**config.mk**
```make
export PLATFORM = sky130hd
export DESIGN_NAME = nfc_command_arbiter
export DESIGN_NICKNAME = d
export VERILOG_FILES = /design/src/rtl/nfc_command_arbiter.sv
export SDC_FILE = /design/constraint.sdc
export NUM_CORES = 1
export LEC_CHECK = 0
export CORE_AREA = 4 4 178 180
export DETAILED_ROUTE_END_ITERATION = 8
export DIE_AREA = 0 0 182 184
export SYNTH_ARGS = -nofsm -noshare
export SYNTH_HDL_FRONTEND = slang
export SYNTH_SLANG_ARGS = --single-unit
```
**constraint.sdc**
```tcl
create_clock -name iSystemClock -period 3.5 [get_ports iSystemClock]
set_clock_uncertainty 0.2 [all_clocks]
set_input_delay 0.7 -clock iSystemClock [delete_from_list [all_inputs] [get_ports iSystemClock]]
set_output_delay 0.7 -clock iSystemClock [all_outputs]
set_load 0.005 [all_outputs]
```
**src/rtl/nfc_command_arbiter.sv**
```systemverilog
// Fixed-priority, non-preemptive arbiter sharing one atomic command generator (ACG)
// among several NAND command sequencers, with host ready aggregation and a hang watchdog.
module nfc_command_arbiter #(
  parameter int unsigned NumberOfCmds  = 4,
  parameter int unsigned NumberOfWays  = 4,
  parameter logic [31:0] TimeoutCycles = 32'd1000000
) (
  input  logic                                 iSystemClock,
  input  logic                                 iReset,

  input  logic [NumberOfCmds-1:0]              iCmd_Start,
  input  logic [NumberOfCmds-1:0]              iCmd_LastStep,
  input  logic [NumberOfCmds-1:0]              iCmd_CMDReady,
  input  logic [8*NumberOfCmds-1:0]            iCmd_ACG_Command,
  input  logic [3*NumberOfCmds-1:0]            iCmd_ACG_CommandOption,
  input  logic [NumberOfWays*NumberOfCmds-1:0] iCmd_ACG_TargetWay,
  input  logic [16*NumberOfCmds-1:0]           iCmd_ACG_NumOfData,
  input  logic [NumberOfCmds-1:0]              iCmd_ACG_CASelect,
  input  logic [40*NumberOfCmds-1:0]           iCmd_ACG_CAData,
  output logic [8*NumberOfCmds-1:0]            oCmd_ACG_Ready,
  output logic [8*NumberOfCmds-1:0]            oCmd_ACG_LastStep,

  output logic [7:0]                           oACG_Command,
  output logic [2:0]                           oACG_CommandOption,
  output logic [NumberOfWays-1:0]              oACG_TargetWay,
  output logic [15:0]                          oACG_NumOfData,
  output logic                                 oACG_CASelect,
  output logic [39:0]                          oACG_CAData,
  input  logic [7:0]                           iACG_Ready,
  input  logic [7:0]                           iACG_LastStep,

  output logic                                 oCMDReady,
  output logic [NumberOfCmds-1:0]              oOwner,
  output logic                                 oBusy,
  output logic                                 oLastStep,
  output logic                                 oTimeout,
  output logic                                 oCollision
);

  localparam logic [0:0] StIdle = 1'b0;
  localparam logic [0:0] StBusy = 1'b1;

  logic [0:0]              r_state;
  logic [NumberOfCmds-1:0] r_owner;
  logic                    r_last_step;
  logic                    r_timeout;
  logic                    r_collision;
  logic [31:0]             r_wdog;

  logic [NumberOfCmds-1:0] w_start_lowest;
  logic                    w_any_start;
  logic                    w_multi_start;
  logic                    w_busy;
  logic                    w_owner_done;
  logic                    w_wdog_expire;

  // x & -x isolates the lowest set bit, i.e. the highest-priority requester.
  assign w_start_lowest = iCmd_Start & (~iCmd_Start + NumberOfCmds'(1));
  assign w_any_start    = |iCmd_Start;
  assign w_multi_start  = |(iCmd_Start & (iCmd_Start - NumberOfCmds'(1)));
  assign w_busy         = (r_state == StBusy);
  assign w_owner_done   = w_busy && (|(iCmd_LastStep & r_owner));
  assign w_wdog_expire  = w_busy && !w_owner_done && (r_wdog == (TimeoutCycles - 32'd1));

  always_ff @(posedge iSystemClock or posedge iReset) begin
    if (iReset) begin
      r_state     <= StIdle;
      r_owner     <= '0;
      r_last_step <= 1'b0;
      r_timeout   <= 1'b0;
      r_collision <= 1'b0;
      r_wdog      <= '0;
    end else begin
      r_last_step <= 1'b0;
      r_timeout   <= 1'b0;
      case (r_state)
        StIdle: begin
          r_wdog <= '0;
          if (w_any_start) begin
            r_state <= StBusy;
            r_owner <= w_start_lowest;
            if (w_multi_start) begin
              r_collision <= 1'b1;
            end
          end
        end
        StBusy: begin
          // Any start while the ACG is held is dropped; the host must wait for oCMDReady.
          if (w_any_start) begin
            r_collision <= 1'b1;
          end
          if (w_owner_done) begin
            r_state     <= StIdle;
            r_owner     <= '0;
            r_last_step <= 1'b1;
            r_wdog      <= '0;
          end else if (w_wdog_expire) begin
            r_state   <= StIdle;
            r_owner   <= '0;
            r_timeout <= 1'b1;
            r_wdog    <= '0;
          end else if (r_wdog != 32'hFFFF_FFFF) begin
            r_wdog <= r_wdog + 32'd1;
          end
        end
        default: begin
          r_state <= StIdle;
          r_owner <= '0;
        end
      endcase
    end
  end

  // Owner is one-hot while busy, so at most one slice is selected.
  always_comb begin
    oACG_Command       = 8'h00;
    oACG_CommandOption = 3'b000;
    oACG_TargetWay     = '0;
    oACG_NumOfData     = 16'h0000;
    oACG_CASelect      = 1'b1;
    oACG_CAData        = 40'h00_0000_0000;
    if (w_busy) begin
      for (int k = 0; k < int'(NumberOfCmds); k++) begin
        if (r_owner[k]) begin
          oACG_Command       = iCmd_ACG_Command[8*k +: 8];
          oACG_CommandOption = iCmd_ACG_CommandOption[3*k +: 3];
          oACG_TargetWay     = iCmd_ACG_TargetWay[NumberOfWays*k +: NumberOfWays];
          oACG_NumOfData     = iCmd_ACG_NumOfData[16*k +: 16];
          oACG_CASelect      = iCmd_ACG_CASelect[k];
          oACG_CAData        = iCmd_ACG_CAData[40*k +: 40];
        end
      end
    end
  end

  always_comb begin
    oCmd_ACG_Ready    = '0;
    oCmd_ACG_LastStep = '0;
    for (int k = 0; k < int'(NumberOfCmds); k++) begin
      if (r_owner[k]) begin
        oCmd_ACG_Ready[8*k +: 8]    = iACG_Ready;
        oCmd_ACG_LastStep[8*k +: 8] = iACG_LastStep;
      end
    end
  end

  assign oCMDReady  = (r_state == StIdle) && (&iCmd_CMDReady);
  assign oOwner     = r_owner;
  assign oBusy      = w_busy;
  assign oLastStep  = r_last_step;
  assign oTimeout   = r_timeout;
  assign oCollision = r_collision;

endmodule

```
# After elaboration in Yosys (flattened, before gate mapping)
# Cells that the tools add are included.
# totals
register_bits	40
out_inout_bits	145
word_cells	91
# op_classes
n_addsub	3
eq_ne	7
muxes	59
bitwise_logic	5
n_reduce_logical	11
# op_table
cell	n
$mux 40	5
$mux 8	13
$mux 32	3
$mux 16	5
$pmux 32 s2	1
$add 32x1->32 const B	1
$eq 32x20->1 const B	1
$mux 4	8
$ne 32x32->1 const B	1
$mux 1	16
$mux 3	5
$and 4x4->4	3
$reduce_or 4->1	3
$pmux 4 s2	1
$add 4x1->4 const B	1
$logic_and 1x1->1	4
$ne 2x2->1 const B	2
$ne 4x1->1 const B	1
$not 4->4	1
$pmux 1 s2	2
$reduce_and 4->1	1
$sub 4x1->4 const B	1
$ne 3x1->1 const B	1
$reduce_and 3->1	1
other kinds (4)	4

# Longest topological paths before layout
# logic_depth
depth_word	9
depth_mapped	9

# Worst setup path before layout
# Ideal clock, no wire load.
# synth_path
path_type	reg2out
start	register r_owner[1], in the netlist oOwner[1]
end	output oACG_CAData[0]
arrival_time_ns	1.607
setup_slack_ns	0.993
stages_incl_launch_ff	9
path_cell_list	dfrtp_1 -> clkbuf_1 -> nor2b_1 -> clkbuf_1 -> clkbuf_1 -> a221oi_1 -> nor3_1 -> a21oi_1 -> nor2_1
# synth_via
elab_chain_len	4
# synth_lines
element	line_no	rtl
start, declared	44	logic [NumberOfCmds-1:0] r_owner;
start signal, assigned	81	r_owner <= w_start_lowest;
$mux 40 (3 in a row)	124	if (r_owner[k]) begin
$mux 40	122	if (w_busy) begin
end, declared	28	output logic [39:0] oACG_CAData,
# Every way passes these cells.

# Worst setup path in the final report
# layout_path
start	input iCmd_ACG_NumOfData[24]
end	output oACG_NumOfData[8]
# layout_via
elab_chain_len	4
# layout_lines
element	line_no	rtl
start, declared	17	input logic [16*NumberOfCmds-1:0] iCmd_ACG_NumOfData,
$mux 16 (3 in a row)	124	
$mux 16	122	
end, declared	26	output logic [15:0] oACG_NumOfData,
# Every way passes these cells.

==> flow_metrics.env <==
export IMPL_status="complete, no violations"
export IMPL_grt_first_pass_wirelength_um=46600
export IMPL_hold_depth=1
export IMPL_overflow=0
export IMPL_htreeDepth=2
export IMPL_cp_common_cell="clkdlybuf4s50_1"
export IMPL_cap_violations=0
export IMPL_die_x_um=182
export IMPL_vdd_ir_drop_max_mv=0.248
export IMPL_multi_input_area_um2=3660
export IMPL_synth_edff_count=0
export IMPL_n_fill_cell=3147
export IMPL_drc=0
export IMPL_synth_area_um2=4990
export IMPL_drv_slew=0
export IMPL_rows=64
export IMPL_wl_um=33700
export IMPL_holdPathEnd="oCollision"
export IMPL_cp_max_fo=1
export IMPL_yosysTopAreaCell="dfrtp_1"
export IMPL_die_area_um2=33500
export IMPL_setup_viol=0
export IMPL_cts_sinks=40
export IMPL_crit_cells=7
export IMPL_grt_max_degree=57
export IMPL_fin_area_um2=10500
export IMPL_drt_iter0_markers=536
export IMPL_dieHeight_um=184
export IMPL_slew_limit_headroom_pct=51.3
export IMPL_ant_nets=0
export IMPL_fin_crit_ns=3.38
export IMPL_r2r_end="r_wdog[27]"
export IMPL_via_per_inst=4.74
export IMPL_slowest_delay_ns=0.45
export IMPL_fmaxAchievable_mhz=295
export IMPL_avgSynthCellArea_um2=6.84
export IMPL_worstMarginPinSlew_ns=0.730
export IMPL_synthTopCellsByArea="dfrtp_1, a221oi_1, nor2b_1"
export IMPL_gp_congestion=0.881
export IMPL_grt_pass1_vias=6982
export IMPL_crit_path_cell_trace="clkdlybuf4s50_1 -> a221oi_1 -> nor3_1 -> a21oi_1 -> nor2_1 -> buf_4 -> clkdlybuf4s50_1"
export IMPL_cts_buffers_inserted=5
export IMPL_syn_nets=1049
export IMPL_r2r_start="oOwner[3]"
export IMPL_yosys_warnings=0
export IMPL_antenna_found_initial=4
export IMPL_power_per_cell_area_nw_per_um2=539
export IMPL_layout_common_cells="clkdlybuf4s50_1, a21oi_1, nor2_1"
export IMPL_hold_viol=0
export IMPL_reg2reg_slack_ns=0.55
export IMPL_synth_seq_area_share_pct=20.1
export IMPL_cp_start_kind="input port"
export IMPL_wire_per_inst_um=21.4
export IMPL_place_port_buffers=462
export IMPL_fin_hold_ws_ns=0.289
export IMPL_layout_commonest_cell="clkdlybuf4s50_1"
export IMPL_reg2regPathDepth=7
export IMPL_finalNetCount=1494
export IMPL_fp_coreArea_um2=30200
export IMPL_drive_above_1_share_pct=6.29
export IMPL_clk_pin_slew_ns=0.06
export IMPL_cts_buffer_depth=2
export IMPL_synth_top_cell_area_share_pct=20.1
export IMPL_path_class="in2out"
export IMPL_crit_slowest_cell="clkdlybuf4s50_1"
export IMPL_track_usage_pct=17.9
export IMPL_io_pins=463
export IMPL_power_leakage_nw=3.88
export IMPL_tritoncts="done"
export IMPL_dp_hpwl_um=26700
export IMPL_worstSkewPairLatency_ns=0.28
export IMPL_end_kind="output pin"
export IMPL_cp_arrival_ns=2.48
export IMPL_crit_family="buffers and inverters"
export IMPL_vias=7461
export IMPL_ys_flop_type="dfrtp_1"
export IMPL_placed_area_um2=10200
export IMPL_synthCells=730
export IMPL_seq_area_um2=1010
export IMPL_critPathBufInv=3
export IMPL_ys_types=48
export IMPL_synth_seq_cells=40
export IMPL_area_growth_pct=110
export IMPL_cp_required_ns=2.60
export IMPL_post_route_period_util_pct=96.7
export IMPL_dr_pass1_iters=5
export IMPL_start_util_pct=16.5
export IMPL_hp_class="reg2reg"
export IMPL_min_from="oCollision"
export IMPL_cts_root_buf="clkbuf_16"
export IMPL_rsz0062_at_grt="false"
export IMPL_async_reset_ff_share_pct=100
## per-layer routing
layer | GRT usage [%] | vias up | wire, um
li1 | - | 3585 | -
met1 | 26.9 | 3495 | 15500
met2 | 26.9 | 349 | 14900
met3 | 4.00 | 30 | 2800
met4 | 2.16 | 2 | 430
met5 | 0 | - | 7
## what timing repair did
| action | CTS | global route |
|---|---|---|
| resized for setup | 1 | 1 |
| endpoints found under the setup margin | 1 | 10 |
| endpoints found under the hold margin | 0 | 0 |
| hold buffers | 0 | 0 |
| cloned | 0 | 1 |
| buffers inserted | 0 | 2 |
## synth_stat cells, types with 2 or more instances
| cell | count |
|---|---|
| a22oi_1 | 2 |
| mux2i_1 | 2 |
| xnor2_1 | 4 |
| o31ai_1 | 8 |
| nand2_1 | 18 |
| buf_1 | 3 |
| buf_2 | 6 |
| and4_1 | 7 |
| nand4_1 | 9 |
| nor3_1 | 75 |
| o21ai_0 | 12 |
| a21oi_1 | 88 |
| and3_1 | 5 |
| o21ai_1 | 5 |
| clkbuf_1 | 61 |
| nand3_1 | 10 |
| and2_1 | 66 |
| or4_1 | 9 |
| nor4_1 | 9 |
| a21oi_2 | 2 |
| o211ai_1 | 7 |
| nor2b_1 | 73 |
| nand4_2 | 2 |
| a221oi_1 | 72 |
| or3_1 | 15 |
| inv_1 | 8 |
| nand2b_1 | 2 |
| buf_6 | 2 |
| nor2_1 | 86 |
| xor2_1 | 4 |
| nor4b_1 | 2 |
| dfrtp_1 | 40 |
## worst reg2reg max path: cells and delay by family (launching register included)
kind,cells,cell delay [ns]
AOI/OAI and AO/OA,2,0.73
buffers and inverters,2,0.48
and+or+nand+nor,3,0.84
DFF,1,0.65
## power by group
part | internal (mW) | switching, mW
sequential | 0.506 | 0.0796
combinational | 2.34 | 2.17
clock | 0.375 | 0.185
## worst max path at each step
stage / startpoint / endpoint
after detailed placement: iCmd_ACG_TargetWay[5] / oACG_TargetWay[1]
after global placement: iCmd_ACG_TargetWay[5] / oACG_TargetWay[1]
after floorplan: oOwner[1] / oACG_CAData[0]
final: iCmd_ACG_NumOfData[24] / oACG_NumOfData[8]
after CTS: oOwner[2] / oACG_TargetWay[3]
after global routing: iCmd_ACG_TargetWay[5] / oACG_TargetWay[1]
## cells by family after synthesis
kind of cell / share of synthesized area, %
muxes: 0.401
buffers and inverters: 6.87
and+or+nand+nor: 43.6
xor gates and xnor gates: 1.40
DFF: 20.1
AOI/OAI and AO/OA: 27.2
adders and majority gates: 0.451
## state kept, by name (all words and copies together) (netlist names)
register    cells
r_wdog         32
oOwner          4
oBusy           1
oCollision      1
oLastStep       1
oTimeout        1
## stage by stage
stage	total power [mW]	util [%]	setup TNS (ns)	cells	worst slack (ns)
4_1_cts	5.66	34.6	0	1569	0.0497
3_3_place_gp	5.07	33.9	-0.0131	1561	-0.0131
2_1_floorplan	2.37	-	0	730	0.993
6_report	5.66	34.8	0	1573	0.116
5_1_grt	6.10	34.8	0	1573	0.0130
3_5_place_dp	5.05	33.9	-0.0150	1561	-0.0150
## layout make-up
class	instances	area share, %
timing repair buffer	511	48.7
multi-input combinational	609	34.9
clock buffer	7	1.45
tap	396	4.72
clock inverter	1	0.286
inverter	8	0.286
antenna	1	0.0238
sequential	40	9.64
No activity file was read; power rests on OpenSTA's default activity.
==> patch 1: new RTL, same flow settings <==
Set the parameter `NumberOfWays` to 2 (it was 4).
--- a/src/rtl/nfc_command_arbiter.sv
+++ b/src/rtl/nfc_command_arbiter.sv
@@ -3,5 +3,5 @@
 module nfc_command_arbiter #(
   parameter int unsigned NumberOfCmds  = 4,
-  parameter int unsigned NumberOfWays  = 4,
+  parameter int unsigned NumberOfWays  = 2,
   parameter logic [31:0] TimeoutCycles = 32'd1000000
 ) (
Interface: changed (resized iCmd_ACG_TargetWay and oACG_TargetWay); port bits go from 463 to 453. The function was not compared with the original's and may differ.
==> patch 1 against the original RTL <==
Count of clock-buffer cells in the layout decreased by 1. Design area fell by 2.5%. Total power decreased by 6.0%. Critical endpoint is now oACG_NumOfData[3]. Core utilization down 0.89 points. Highest routed layer unchanged. Cell count decreased by 2.4%. Sequential cell count unchanged. Area after synthesis is 2.7% lower. Largest cell class unchanged. Wire length shrank 6.1%. Worst setup slack worse by 0.043 ns.
==> patch 1: results (changes against the original RTL) <==
status completed; via count 7241 (-2.9%); Worst-path clk slew 0.06 ns (about the same); WL per Instance 20.6 um (-3.8%); syn_nets 1020 (-2.8%); DP Wirelength 24900 um (-6.9%); Max IR drop VDD 224 uV (-9.5%); vias in the first global route 7094 (+1.6%); total number of yosys warnings 0 (unchanged); sequential-to-total area share from yosys stat 20.6% (+0.55 points); synth cell count leaders 90 x nor2_1, 86 x a21oi_1, 75 x nor3_1; r2r setup slk 0.87 ns (+0.32 ns); P_leak 3.72 nW (-4.0%); worst-path maximum fanout 1 (unchanged); Unique masters post-synth 50 (+4.2%); # diodes 0 (-1); Final Cycle Share 97.9% (+1.2 points); Most flops, register r_wdog; hold slack 0.281 ns (-0.00820 ns); crit path DAT 2.53 ns (+0.05 ns); GR Util All Layers 17.1% (-0.87 points); Final GP Congestion 0.905 (+2.8%); IO buf count 452 (-2.2%); Starting DRT DRC Count 411 (-23%); slowest cell delay on critical path 0.48 ns (+0.03 ns); first-pass GRT wire length 44900 um (-3.6%); Post-Place Worst Slack -0.0278 ns (-0.0128 ns); share of layout cells above drive strength 1 5.79% (-0.50 points); NumNets Final 1450 (-2.9%); Inserted Clock Buffers 5 (unchanged); largest net degree at the start of global routing 47 (-18%); CP top delay family buffers and inverters; Worst-Skew Late Latency 0.28 ns (about the same); worst hold path class flip-flop to flip-flop; Area contributors post-synth dfrtp_1 21%, a221oi_1 13%, nor2b_1 9.1%; fillers 3202 (+1.7%); Slew @ Worst Pin 1.02 ns (+0.290 ns); DR pass1 iterations 5 (unchanged); number of antenna violations at the first check in global routing 1 (-3); clk root buf clkbuf_16; H-tree level count 2 (unchanged); ys async rst share 100% (unchanged)
==> patch 1: timing repair <==
item | 4_1_cts | 5_1_grt
pin swaps | 2 | 0
buffers inserted | 2 | 1
setup endpoints to repair | 2 | 3
gates resized for setup | 2 | 1
cloned | 1 | 0
==> patch 1: routing by layer <==
metal,GRT usage (%),part of all wire (%)
met1,23.0,43
met4,2.82,1.9
met5,0,0.054
met3,4.49,8.0
met2,27.9,47
==> patch 1: final cells by class <==
cell class / instances / area, um2 / area share [%]
timing repair buffer: 492 / 4950 / 48.4
tap: 396 / 495 / 4.84
inverter: 9 / 33.8 / 0.330
multi-input combinational: 591 / 3580 / 34.9
sequential: 40 / 1010 / 9.89
clock buffer: 6 / 129 / 1.26
clock inverter: 2 / 35.0 / 0.342
==> patch 1: logic make-up after synthesis <==
kind of cell / share of synthesized area, %
simple gates: 42.0
compound gates: 27.9
buf+inv: 6.31
flops: 20.6
xor+xnor: 2.34
mux: 0.412
fa+ha+maj: 0.464
==> patch 1: final timing paths <==
kind / from / endpoint / cells past startpoint
min: oCollision$_DFFE_PP0P_ / oCollision$_DFFE_PP0P_ / 1
min reg2reg: oCollision$_DFFE_PP0P_ / oCollision$_DFFE_PP0P_ / 1
max: iCmd_ACG_NumOfData[19] / oACG_NumOfData[3] / 7
max in group asynchronous: iReset / oCollision$_DFFE_PP0P_ / 3
max reg2reg: oOwner[3]$_DFFE_PP0P_ / r_wdog[24]$_DFFE_PP0P_ / 6
min in group asynchronous: iReset / r_wdog[5]$_DFFE_PP0P_ / 2
==> patch 1: report_power, final <==
group          total [mW]  switching (mW)  internal (mW)
sequential          0.581          0.0747          0.506
combinational        4.22            1.98           2.24
clock               0.513           0.178          0.335
==> patch 1: per-stage QoR <==
| step | cells | area (um2) | util (%) | power (mW) |
|---|---|---|---|---|
| final | 1536 | 10200 | 33.9 | 5.32 |
| after floorplan | 709 | 4860 | - | 2.30 |
| after detailed placement | 1524 | 9990 | 33.1 | 4.75 |
| after CTS | 1535 | 10200 | 33.8 | 5.37 |
| after global placement | 1524 | 9990 | 33.1 | 4.74 |
| after global routing | 1536 | 10200 | 33.9 | 5.73 |
==> patch 2: new RTL, same flow settings <==
Without the edit above. Make the reset (`iReset`) synchronous in one clocked block.
--- a/src/rtl/nfc_command_arbiter.sv
+++ b/src/rtl/nfc_command_arbiter.sv
@@ -63,5 +63,5 @@
   assign w_wdog_expire  = w_busy && !w_owner_done && (r_wdog == (TimeoutCycles - 32'd1));
 
-  always_ff @(posedge iSystemClock or posedge iReset) begin
+  always_ff @(posedge iSystemClock) begin
     if (iReset) begin
       r_state     <= StIdle;
Function: differs if iReset is asserted again (counterexample within 4 cycles, from zero or initial values and one cycle with iReset high); with iReset held inactive, the same outputs for 4 cycles.
==> patch 2 against the original RTL <==
Wire length shrank 10%. First-iteration DRC count shrank 6.7%. Design area shrank 4.7%. Sequential cell count is the same. Worst setup slack gained 0.072 ns. Synthesized cell count grew 2.9%. Area after synthesis shrank 5.5%. Non-clock buffer count shrank 14. Critical path type unchanged. Critical endpoint is now oACG_TargetWay[3].
Power is not compared: it rests on default switching activity, and its combinational part moved more than twofold at a synthesized area within 25%.
==> patch 2: results (changes against the original RTL) <==
Post-Place Worst Slack 0.0679 ns (+0.0829 ns); number of antenna violations at the first check in global routing 1 (-3); share of layout cells above drive strength 1 5.25% (-1.0 points); IO buf count 462 (unchanged); clk root buf clkbuf_16; slowest cell delay on critical path 0.57 ns (+0.12 ns); sequential-to-total area share from yosys stat 17.0% (-3.1 points); vias in the first global route 7092 (+1.6%); hold depth 2 (+1); Worst-path clk slew 0.05 ns; Most flops, register r_wdog; area post-placement 9850 um2 (-3.9%); total number of yosys warnings 0 (unchanged); Max IR drop VDD 157 uV; Inserted Clock Buffers 5 (unchanged); clk buf depth 2 (unchanged); worst-path maximum fanout 1 (unchanged); synth cell count leaders 165 x nor2_1, 99 x a21oi_1, 77 x nor3_1; P_leak 3.37 nW; CP top delay family buffers and inverters; Area contributors post-synth dfxtp_1 17%, a221oi_1 13%, nor2_1 13%; syn_nets 1070 (+2.0%); dominant synthesized flop cell dfxtp_1; largest net degree at the start of global routing 59 (+3.5%); crit path max-delay cell type clkdlybuf4s50_1; ys async rst share 0% (-100 points); DR pass1 iterations 5 (unchanged); Slew @ Worst Pin 0.558 ns (-0.172 ns); Final GP Congestion 0.871 (-1.1%); H-tree level count 2 (unchanged); via count 7440 (-0.28%); Unique masters post-synth 49 (+2.1%); status completed; reg2reg path depth 7 (unchanged); GR Util All Layers 16.5% (-1.5 points); # diodes 0 (-1); first-pass GRT wire length 43500 um (-6.6%); worst hold path class flip-flop to flip-flop; NumNets Final 1499 (+0.33%); max FFs per register 32 (unchanged); DP Wirelength 24700 um (-7.4%); Starting DRT DRC Count 500 (-6.7%); crit path DAT 2.41 ns (-0.07 ns); Worst-Skew Late Latency 0.29 ns; fillers 3209 (+2.0%); final wirelength 30300 um (-10%)
-- patch 2: cell types whose count changed after synthesis, moves of 4 or more --
cell / change
dfxtp_1: +40
o21ai_0: +4
o41ai_1: +4
o21ai_1: -5
nor4_1: -5
clkbuf_1: +4
a21oi_1: +11
dfrtp_1: -40
o211ai_1: -7
nor2b_1: -71
nor2_1: +79
-- patch 2: tightest hold or removal path: stages, from the launching register on --
cell	delay, ns
dfxtp_1	0.32
o31ai_1	0.07
a21oi_1	0.05
-- patch 2: where the power goes --
group	switching, mW	internal [mW]	total (mW)
Sequential	0.00898	0.460	0.469
Clock	0.176	0.263	0.439
Combinational	0.348	0.557	0.905
Total	0.534	1.28	1.81
-- patch 2: repair_timing --
item                                    4_1_cts  5_1_grt
endpoints found under the setup margin        1        2
gates resized for setup                       2        0
hold endpoints to repair                      0        0
setup buffers                                 0        1
-- patch 2: cells by family after synthesis --
family / after synthesis / synth area share (%)
AND/OR/NAND/NOR: 408 / 44.4
AO/OA/AOI/OAI: 212 / 29.8
buffers and inverters: 83 / 7.14
flip-flops: 40 / 17.0
XOR/XNOR: 5 / 0.929
adder cells (fa/ha/maj): 2 / 0.478
multiplexers: 1 / 0.212
-- patch 2: path summary, 6_finish.rpt --
| path | start | to | slack (ns) |
|---|---|---|---|
| worst max-delay path | iCmd_ACG_TargetWay[7] | oACG_TargetWay[3] | 0.19 |
| worst min-delay path | r_wdog[5]$_SDFFE_PP0P_ | r_wdog[5]$_SDFFE_PP0P_ | 0.28 |
| worst max register to register | oOwner[1]$_SDFFE_PP0P_ | r_wdog[5]$_SDFFE_PP0P_ | 0.89 |
| worst min register to register | r_wdog[5]$_SDFFE_PP0P_ | r_wdog[5]$_SDFFE_PP0P_ | 0.28 |
-- patch 2: final cells by class --
type	count	area [um2]	area share [%]
clock buffer	7	133	1.33
inverter	8	30.0	0.300
sequential	40	812	8.12
clock inverter	1	5.00	0.0500
multi-input combinational	628	3590	35.9
tap	396	495	4.95
timing repair buffer	497	4940	49.4
-- patch 2: metrics by stage --
| step | std cells | power [mW] |
|---|---|---|
| final | 1577 | 1.81 |
| after global routing | 1577 | 1.92 |
| after CTS | 1576 | 1.83 |
| after detailed placement | 1568 | 1.39 |
| after global placement | 1568 | 1.39 |
| after floorplan | 751 | 0.757 |
-- patch 2: metal layers --
metal  vias to the layer above  GRT usage, %  share of wire (%)
met1                      3423          20.1                 38
met5                         -             0              0.043
met4                         2          4.26                3.0
met2                       322          29.0                 51
met3                        44          4.12                7.6
li1                       3649             -                  -
